`src/rtl/sim_watchdog_ctrl_if.sv`:
```
// ---------------------------------------------------------------------------------------------
// sim_watchdog_ctrl_if
//
// Purpose: bundles the control inputs and status outputs of sim_watchdog_ctrl so the
//          simulation top can hand one connection to the watchdog.
//
// Signals:
//   limit        [31:0]      cycle budget, quasi-static, sampled once after reset (0 = off)
//   enable                   count-down qualifier, low holds the counter
//   heartbeat                progress pulse, reloads the budget
//   clear                    re-arm after expiry, also reloads while running
//   running                  watchdog is counting (state RUN)
//   warn                     budget nearly exhausted
//   expired                  sticky timeout flag
//   remaining    [CNT_W-1:0] budget left
//   expire_count [15:0]      expiries since reset, saturating
//
// Modports:
//   master - the side that drives limit/enable/heartbeat/clear (testbench / sim top)
//   slave  - the watchdog itself
// ---------------------------------------------------------------------------------------------
interface sim_watchdog_ctrl_if #(
    parameter int unsigned CNT_W = 32
) ();

    logic [31:0]      limit;
    logic             enable;
    logic             heartbeat;
    logic             clear;
    logic             running;
    logic             warn;
    logic             expired;
    logic [CNT_W-1:0] remaining;
    logic [15:0]      expire_count;

    modport master (
        output limit,
        output enable,
        output heartbeat,
        output clear,
        input  running,
        input  warn,
        input  expired,
        input  remaining,
        input  expire_count
    );

    modport slave (
        input  limit,
        input  enable,
        input  heartbeat,
        input  clear,
        output running,
        output warn,
        output expired,
        output remaining,
        output expire_count
    );

endinterface

```
`src/rtl/sim_watchdog_ctrl.sv`:
```
// ---------------------------------------------------------------------------------------------
// sim_watchdog_ctrl
//
// Purpose: simulation run-control watchdog. Loads a cycle budget once after reset and counts
//          it down while enable is high; every heartbeat (or clear) reloads it. Running out of
//          budget raises a sticky expired flag and bumps a saturating expiry counter. A budget
//          of zero parks the block in a terminal disabled state, so leaving it in a
//          synthesised netlist with limit tied to 0 is harmless.
//
// Ports:
//   clk   input   system clock
//   rstn  input   asynchronous active-low reset
//   bus   slave   sim_watchdog_ctrl_if: limit/enable/heartbeat/clear in,
//                 running/warn/expired/remaining/expire_count out (all registered)
//
// Parameters:
//   WARN_CYCLES  warn asserts while running with remaining <= WARN_CYCLES
//   CNT_W        counter width, must be >= 32; limit is zero-extended to it
//
// Optional feature (macro SIM_WATCHDOG_FINISH_EN, ignored when SYNTHESIS is defined):
//   on the RUN->EXPIRED transition print a message with the budget and stop the simulation
//   with $fatal. Register behaviour is identical with or without the macro.
// ---------------------------------------------------------------------------------------------
module sim_watchdog_ctrl #(
    parameter int unsigned WARN_CYCLES = 1024,
    parameter int unsigned CNT_W       = 32
) (
    input  logic                clk,
    input  logic                rstn,
    sim_watchdog_ctrl_if.slave  bus
);

    typedef enum logic [1:0] {
        StInit     = 2'd0,
        StRun      = 2'd1,
        StExpired  = 2'd2,
        StDisabled = 2'd3
    } state_e;

    localparam logic [CNT_W-1:0] CntOne  = CNT_W'(1);
    localparam logic [CNT_W-1:0] WarnThr = CNT_W'(WARN_CYCLES);

    state_e           state_q, state_d;
    logic [31:0]      limit_q, limit_d;
    logic [CNT_W-1:0] remaining_q, remaining_d;
    logic             expired_q, expired_d;
    logic [15:0]      expire_count_q, expire_count_d;
    logic             running_q, running_d;
    logic             warn_q, warn_d;

    // Next-state logic. Outputs are derived from the next-state values so that every output
    // flop agrees with the state it is registered alongside.
    always_comb begin
        state_d        = state_q;
        limit_d        = limit_q;
        remaining_d    = remaining_q;
        expired_d      = expired_q;
        expire_count_d = expire_count_q;

        unique case (state_q)
            StInit: begin
                limit_d = bus.limit;
                if (bus.limit == 32'd0) begin
                    state_d = StDisabled;
                end else begin
                    state_d     = StRun;
                    remaining_d = CNT_W'(bus.limit);
                end
            end

            StRun: begin
                // A reload wins over the final decrement, so a heartbeat on the last cycle
                // still rescues the run.
                if (bus.clear || bus.heartbeat) begin
                    remaining_d = CNT_W'(limit_q);
                end else if (bus.enable && (remaining_q == CntOne)) begin
                    remaining_d = '0;
                    state_d     = StExpired;
                    expired_d   = 1'b1;
                    if (expire_count_q != 16'hFFFF) begin
                        expire_count_d = expire_count_q + 16'd1;
                    end
                end else if (bus.enable) begin
                    remaining_d = remaining_q - CntOne;
                end
            end

            StExpired: begin
                // Only clear re-arms; heartbeat and enable are deliberately ignored here.
                if (bus.clear) begin
                    remaining_d = CNT_W'(limit_q);
                    expired_d   = 1'b0;
                    state_d     = StRun;
                end
            end

            StDisabled: begin
                remaining_d = '0;
                expired_d   = 1'b0;
            end

            default: begin
                state_d = StInit;
            end
        endcase

        running_d = (state_d == StRun);
        warn_d    = running_d && (remaining_d <= WarnThr);
    end

    always_ff @(posedge clk or negedge rstn) begin
        if (!rstn) begin
            state_q        <= StInit;
            limit_q        <= 32'd0;
            remaining_q    <= '0;
            expired_q      <= 1'b0;
            expire_count_q <= 16'd0;
            running_q      <= 1'b0;
            warn_q         <= 1'b0;
        end else begin
            state_q        <= state_d;
            limit_q        <= limit_d;
            remaining_q    <= remaining_d;
            expired_q      <= expired_d;
            expire_count_q <= expire_count_d;
            running_q      <= running_d;
            warn_q         <= warn_d;
        end
    end

    assign bus.running      = running_q;
    assign bus.warn         = warn_q;
    assign bus.expired      = expired_q;
    assign bus.remaining    = remaining_q;
    assign bus.expire_count = expire_count_q;

`ifdef SIM_WATCHDOG_FINISH_EN
`ifndef SYNTHESIS
    // Fires on the same edge that registers the expiry, after which the run is over.
    always_ff @(posedge clk) begin
        if (rstn && (state_q == StRun) && (state_d == StExpired)) begin
            $display("watchdog expired: %0d cycles without heartbeat", limit_q);
            $fatal(1);
        end
    end
`endif
`else
    // Expiry is reported only through expired/expire_count.
`endif

endmodule

```
`src/flat_wrapper.sv`:
```
// flat-port wrapper written by rule: the top's interface ports become plain ports
module sim_watchdog_ctrl_flat 
#(
    parameter int unsigned WARN_CYCLES = 1024,
    parameter int unsigned CNT_W       = 32
)
  (clk, rstn, bus_limit, bus_enable, bus_heartbeat, bus_clear, bus_running, bus_warn, bus_expired, bus_remaining, bus_expire_count);
  sim_watchdog_ctrl_if #(.CNT_W(CNT_W)) bus_i ();
  input  logic clk;
  input  logic rstn;
  input wire logic [$bits(bus_i.limit)-1:0] bus_limit;
  input wire logic [$bits(bus_i.enable)-1:0] bus_enable;
  input wire logic [$bits(bus_i.heartbeat)-1:0] bus_heartbeat;
  input wire logic [$bits(bus_i.clear)-1:0] bus_clear;
  output wire logic [$bits(bus_i.running)-1:0] bus_running;
  output wire logic [$bits(bus_i.warn)-1:0] bus_warn;
  output wire logic [$bits(bus_i.expired)-1:0] bus_expired;
  output wire logic [$bits(bus_i.remaining)-1:0] bus_remaining;
  output wire logic [$bits(bus_i.expire_count)-1:0] bus_expire_count;
  assign bus_i.limit = bus_limit;
  assign bus_i.enable = bus_enable;
  assign bus_i.heartbeat = bus_heartbeat;
  assign bus_i.clear = bus_clear;
  assign bus_running = bus_i.running;
  assign bus_warn = bus_i.warn;
  assign bus_expired = bus_i.expired;
  assign bus_remaining = bus_i.remaining;
  assign bus_expire_count = bus_i.expire_count;
  sim_watchdog_ctrl #(.WARN_CYCLES(WARN_CYCLES), .CNT_W(CNT_W)) u_core (.clk(clk), .rstn(rstn), .bus(bus_i));
endmodule
```
`config.mk`:
```
export PLATFORM = sky130hd
export DESIGN_NAME = sim_watchdog_ctrl_flat
export DESIGN_NICKNAME = d
export VERILOG_FILES = /design/src/rtl/sim_watchdog_ctrl_if.sv /design/src/rtl/sim_watchdog_ctrl.sv /design/src/flat_wrapper.sv
export SDC_FILE = /design/constraint.sdc
export NUM_CORES = 1
export LEC_CHECK = 0
export BUFFER_PORTS_ARGS = -buffer_cell sky130_fd_sc_hd__buf_2
export CELL_PAD_IN_SITES_DETAIL_PLACEMENT = 1
export CELL_PAD_IN_SITES_GLOBAL_PLACEMENT = 2
export CORE_UTILIZATION = 35
export CTS_BUF_LIST = sky130_fd_sc_hd__clkbuf_4
export DETAILED_ROUTE_END_ITERATION = 16
export GPL_TIMING_DRIVEN = 0
export PLACE_DENSITY = 0.89
export SETUP_SLACK_MARGIN = 0.4
export SLEW_MARGIN = 20
export SYNTH_ARGS = -nofsm -noshare
export SYNTH_HDL_FRONTEND = slang
export SYNTH_SLANG_ARGS = --single-unit
```
`constraint.sdc`:
```
create_clock -name clk -period 4.1 [get_ports clk]
set_input_delay 0.82 -clock clk [delete_from_list [all_inputs] [get_ports clk]]
set_output_delay 0.82 -clock clk [all_outputs]
set_load 0.02 [all_outputs]
```
* Yosys cells after proc, flatten, opt, wreduce, memory -nomap -nowiden *
Cells that the tools add are included.

cells by class
  add/sub/neg operators = 2
  multiply operators = 0
  divide/modulo/power cells = 0
  order comparisons = 1
  equal/unequal tests = 9
  shift-type cells = 0
  mux-type cells = 15
  bitwise gates (word level) = 1
  reduce and logical (&&, ||, !) cells = 8

operators with widths
  operator                                                                 number
  32-bit two-way mux                                                       5
  32-bit case mux with 4 select lines                                      1
  32-bit by 1-bit == test with 1-bit output, second input constant         1
  32-bit by 11-bit <= comparator with 1-bit output, second input constant  1
  32-bit zero test                                                         1
  32-bit by 1-bit subtractor with 32-bit output, second input constant     1
  16-bit by 1-bit adder with 16-bit output, second input constant          1
  16-bit != test, second input constant                                    1
  2-bit two-way mux                                                        4
  4-bit AND reduction                                                      2
  2-bit case mux with 3 select lines                                       1
  2-bit by 1-bit == test with 1-bit output, second input constant          2
  2-bit == test, second input constant                                     2
  2-bit != test, second input constant                                     2
  1-bit two-way mux                                                        3
  1-bit case mux with 3 select lines                                       1
  3-bit nonzero test                                                       1
  1-bit logical AND                                                        2
  2-bit zero test                                                          1
  2-bit by 1-bit != test with 1-bit output, second input constant          1
  1-bit logical OR                                                         1
  1-bit NOT                                                                1

word-level totals
  bits in registers = 85
  bits in latches = 0
  memory bits (writable) = 0
  memory bits (read-only) = 0
  output and inout port bits = 51
  word-level logic and storage cells = 43
  memories kept = 0

* Longest topological paths before layout *
  depth in word-level cells = 7
  depth in mapped cells = 12

* Worst setup path after synthesis *
No wires, ideal clock.

  path type = register to register
  from = reg u_core.remaining_q[14], in the netlist u_core.bus.remaining[14]
  to = reg u_core.warn_q, in the netlist u_core.bus.warn
  library setup time = 0.111 ns
  data arrival time = 3.416 ns
  required time = 3.989 ns
  slack = 0.573 ns
  cell stages (with the launch flop) = 10
  path buffers = 1
  cells stage by stage = dfrtp_1 > buf_6 > nor4_4 > nand3_2 > or4_4 > a31o_1 > a211o_1 > or4_1 > or4_1 > a2111oi_2

between the ends
  longest elaborated chain between the ends = 7
  elaborated cells on any way between the ends = 15

ends and longest elaborated chain
  what                                              RTL line                  RTL
  from (decl)                                       sim_watchdog_ctrl.sv:45   logic [CNT_W-1:0] remaining_q, remaining_d;
  from (signal assigned)                            sim_watchdog_ctrl.sv:123  remaining_q <= remaining_d;
  32-bit by 1-bit == test with 1-bit output         sim_watchdog_ctrl.sv:76   end else if (bus.enable && (remaining_q == CntOne)) begin
  1-bit logical AND                                 sim_watchdog_ctrl.sv:76
  32-bit two-way mux                                sim_watchdog_ctrl.sv:76
  32-bit two-way mux                                sim_watchdog_ctrl.sv:74   if (bus.clear || bus.heartbeat) begin
  32-bit case mux with 4 select lines               sim_watchdog_ctrl.sv:60   unique case (state_q)
  net u_core.remaining_d[8]                         sim_watchdog_ctrl.sv:45
  32-bit by 11-bit <= comparator with 1-bit output  sim_watchdog_ctrl.sv:108  warn_d = running_d && (remaining_d <= WarnThr);
  1-bit logical AND                                 sim_watchdog_ctrl.sv:108
  net u_core.warn_d                                 sim_watchdog_ctrl.sv:49   logic warn_q, warn_d;
  to (signal assigned)                              sim_watchdog_ctrl.sv:127  warn_q <= warn_d;
  to (decl)                                         sim_watchdog_ctrl.sv:49

The timed path passes the listed nets, and every way through them passes these cells.
A chain may end at the register's enable or synchronous reset.

* Worst setup path in the final report *
  from = reg u_core.remaining_q[5], in the netlist u_core.bus.remaining[5]
  to = reg u_core.warn_q, in the netlist u_core.bus.warn

between the ends
  longest elaborated chain between the ends = 7
  elaborated cells on any way between the ends = 15

ends and longest elaborated chain
  what                                                                                                        RTL line
  32-bit by 1-bit subtractor with 32-bit output or 32-bit by 1-bit == test with 1-bit output (tied branches)  sim_watchdog_ctrl.sv:84, sim_watchdog_ctrl.sv:76
  32-bit two-way mux or 1-bit logical AND (tied branches)                                                     sim_watchdog_ctrl.sv:83, sim_watchdog_ctrl.sv:76
  32-bit two-way mux *                                                                                        sim_watchdog_ctrl.sv:76
  32-bit two-way mux *                                                                                        sim_watchdog_ctrl.sv:74
  32-bit case mux with 4 select lines *                                                                       sim_watchdog_ctrl.sv:60
  net u_core.remaining_d[24]                                                                                  sim_watchdog_ctrl.sv:45
  32-bit by 11-bit <= comparator with 1-bit output *                                                          sim_watchdog_ctrl.sv:108
  1-bit logical AND *                                                                                         sim_watchdog_ctrl.sv:108
  net u_core.warn_d                                                                                           sim_watchdog_ctrl.sv:49

The timed path passes the listed nets; every way through them passes the cells marked *.

==> impl_metrics.ini <==
[die]
io_pins = 88
core_area_um2 = 13400
dieHeight_um = 120
die_area_um2 = 14400
start_util_pct = 36.3
die_w_um = 120
fp-row-count = 42

[route]
drtIter0Drc = 394
wirelength_um = 19500
vias = 5099
drc = 0
detail-route-antenna-nets = 0
wl_per_cell_um = 22.8
dr.pass1.iters = 6
viasPerCell = 5.98

[clocking]
clock_latency_ns = 0.51
clock-sinks = 85
cts_root_buffer = clkbuf_4
tritoncts = built
cts.path.max_buffers = 2
numCtsBuffers = 9
htreeDepth = 3
ctsHoldBuffers = 0
path_clk_slew_ns = 0.16

[global_route]
grt_max_degree = 47
antenna_found_initial = 0
grt_overflow_total = 0
grt_pass1_wl_um = 30300
grt_pass1_vias = 5261
grt_usage_pct = 28.1

[yosys]
synthCells = 560
synth_area_um2 = 4870
synthFlopType = dfrtp_1
ys_seq_area_share_pct = 43.7
ys.warnings.count = 0
synth-async-reset-ratio_pct = 100
synth_area_leaders = dfrtp_1, nand2_1, xnor2_1, a222oi_1, nor4_1
synth_top_cell_area_share_pct = 43.7
syn_nets = 600
synth_edf_count = 0
synth_seq_cells = 85
yosys.area.top_type = dfrtp_1
avgSynthCellArea_um2 = 8.69
synth_cell_types = 65

[min_path]
hold_class = in2async

[sta]
final_hold_viol_count = 0
final.setup_skew_ns = 0.0197
period_share_pct = 90.0
finalCriticalPeriod_ns = 3.69
maxSlewHeadroom_pct = 43.4
setup-violations-final = 0
tightest_slew_ns = 0.832
fmax_mhz = 271
rsz0062_at_grt = yes
fin_ws_ns = 0.408
slew_violations = 0

[layout]
final_util_pct = 44.3
register_area_um2 = 2130
diodes = 0
syn_to_final_growth_pct = 21.9
postLayoutCellArea_um2 = 5930
nFillCells = 1635
drive_gt1_share_pct = 23.3
nNetsFinal = 712
multiInputGateArea_um2 = 2670

[placed_design]
io_buffer_count = 86
gp_congestion = 0.930
post-place-ws_ns = -0.417
hpwl_um = 14400
postPlaceCellArea_um2 = 5560

[critical_path]
end_kind = flip-flop
crit_fanout = 8
cp_data_required_time_ns = 4.51
cp.arrival_ns = 4.10
start_kind = flip-flop
worstSetupPathType = reg2reg

[flow_run]
maxCapViolCount = 0

[outcome]
status = finished, final reports clean

[power_and_ir_drop]
leakagePower_nw = 2.47
ir_drop_uv = 154
power.density_nw_per_um2 = 275
==> where the power goes <==
group | switching [mW] | internal, mW
clock | 0.334 | 0.198
sequential | 0.0356 | 0.856
combinational | 0.133 | 0.0726
total | 0.503 | 1.13
==> per-layer routing <==
metal	vias to the layer above	track usage (%)	routed length [um]
met5	-	0	0
met4	0	14.6	809
met3	51	6.56	1230
met2	197	44.8	9260
met1	2559	35.3	8180
li1	2292	-	-
==> cell usage in the layout, fill, tap and decap left out, types with 4 or more instances in the layout <==
cell      Yosys  final
nand2_1     133    132
a21boi_0      8      8
buf_4         0     17
nand4_1      13     13
o221ai_1      4      4
a211oi_1      4      4
a31oi_1       8      6
clkbuf_1     20     17
xnor2_1      14     14
and3_1        4      4
or4_1        11      9
xor2_1        8      8
o21ai_0      20     20
nor4_1       18     16
or4_4         2      4
o211ai_1     10     10
inv_1        16     16
a222oi_1     12     12
or2_2         4      4
clkbuf_4      0     11
a211o_1       5      5
nor3_1       15     13
buf_1         5      4
nor2_1       28     28
o31a_1        6      6
a21oi_1      14     14
nor2b_1       6      6
nand2b_1      7      7
nand3_1      19     18
dfrtp_1      85     82
buf_2         4     87
==> per-stage QoR <==
stage | power (mW) | instances | hold WS (ns) | TNS, ns
finish | 1.63 | 853 | 0.298 | 0
global route | 1.69 | 853 | 0.312 | 0
CTS | 1.64 | 845 | 0.289 | 0
detailed placement | 1.10 | 824 | 0.461 | -0.417
global placement | 1.09 | 822 | 0.452 | -0.387
floorplan | 0.989 | 560 | 0.438 | 0
==> critical path, stage by stage, from the launching register on <==
cell       delay [ns]
dfrtp_1          0.40
buf_2            0.18
nor4b_1          0.66
nand2_2          0.23
o31a_1           0.30
o21ai_0          0.31
nand4_1          0.20
or4_1            0.50
or4_4            0.47
a2111oi_4        0.36
==> cells by family after synthesis <==
logic type / synth area share, %
simple gates: 28.6
xor+xnor: 3.96
flops: 43.7
compound gates: 19.0
fa+ha+maj: 0.771
buf+inv: 3.80
mux: 0.206
==> final cells by class <==
type | instances | share of cell area, %
multi-input combinational | 429 | 45.1
sequential | 85 | 35.9
timing repair buffer | 101 | 9.53
tap | 176 | 3.71
buffer | 30 | 2.32
clock buffer | 10 | 1.27
clock inverter | 6 | 1.18
inverter | 16 | 1.01
==> synthesized netlist by cell type (3+ instances only) <==
cell,number
a31o_1,3
buf_2,4
o221ai_1,4
ha_1,3
clkbuf_1,20
inv_1,16
a21oi_1,14
and3_1,4
nor2_1,28
nor2b_1,6
nor3b_1,3
nor3_1,15
buf_1,5
a211oi_1,4
xor2_1,8
o21ai_0,20
o211ai_1,10
o31ai_1,4
nand4_1,13
a211o_1,5
xnor2_1,14
nand2_1,133
a21boi_0,8
nor4b_1,3
dfrtp_1,85
a31oi_1,8
nand2b_1,7
nand3_1,19
a222oi_1,12
or4_1,11
or2_2,4
and2_1,3
nor4_1,18
o31a_1,6
==> repair_timing <==
| item | 4_1_cts | 5_1_grt |
|---|---|---|
| gates cloned | 0 | 0 |
| gates resized for setup | 21 | 7 |
| setup endpoints to repair | 5 | 4 |
| endpoints found under the hold margin | 0 | 0 |
| setup buffers | 5 | 8 |
| pin swaps | 4 | 4 |
==> sequential cells by signal, summed over array words and instances, names as in the netlist <==
name                     cells
u_core.bus.remaining        32
u_core.limit_q              32
u_core.bus.expire_count     16
u_core.state_q               2
u_core.bus.expired           1
u_core.bus.running           1
u_core.bus.warn              1
==> path summary, 6_finish.rpt <==
kind / endpoint / from / slack [ns] / cells after the start
max: u_core.bus.warn$_DFF_PN0_ / u_core.bus.remaining[5]$_DFF_PN0_ / 0.41 / 9
min: u_core.limit_q[21]$_DFFE_PN0N_ / rstn / 0.30 / 1
max reg2reg: u_core.bus.warn$_DFF_PN0_ / u_core.bus.remaining[5]$_DFF_PN0_ / 0.41 / 9
min reg2reg: u_core.limit_q[1]$_DFFE_PN0N_ / u_core.limit_q[1]$_DFFE_PN0N_ / 0.49 / 2
max in group asynchronous: u_core.limit_q[0]$_DFFE_PN0N_ / rstn / 3.16 / 2
min in group clk: u_core.limit_q[1]$_DFFE_PN0N_ / u_core.limit_q[1]$_DFFE_PN0N_ / 0.49 / 2
Note: power is estimated with default switching activity, not from simulation.
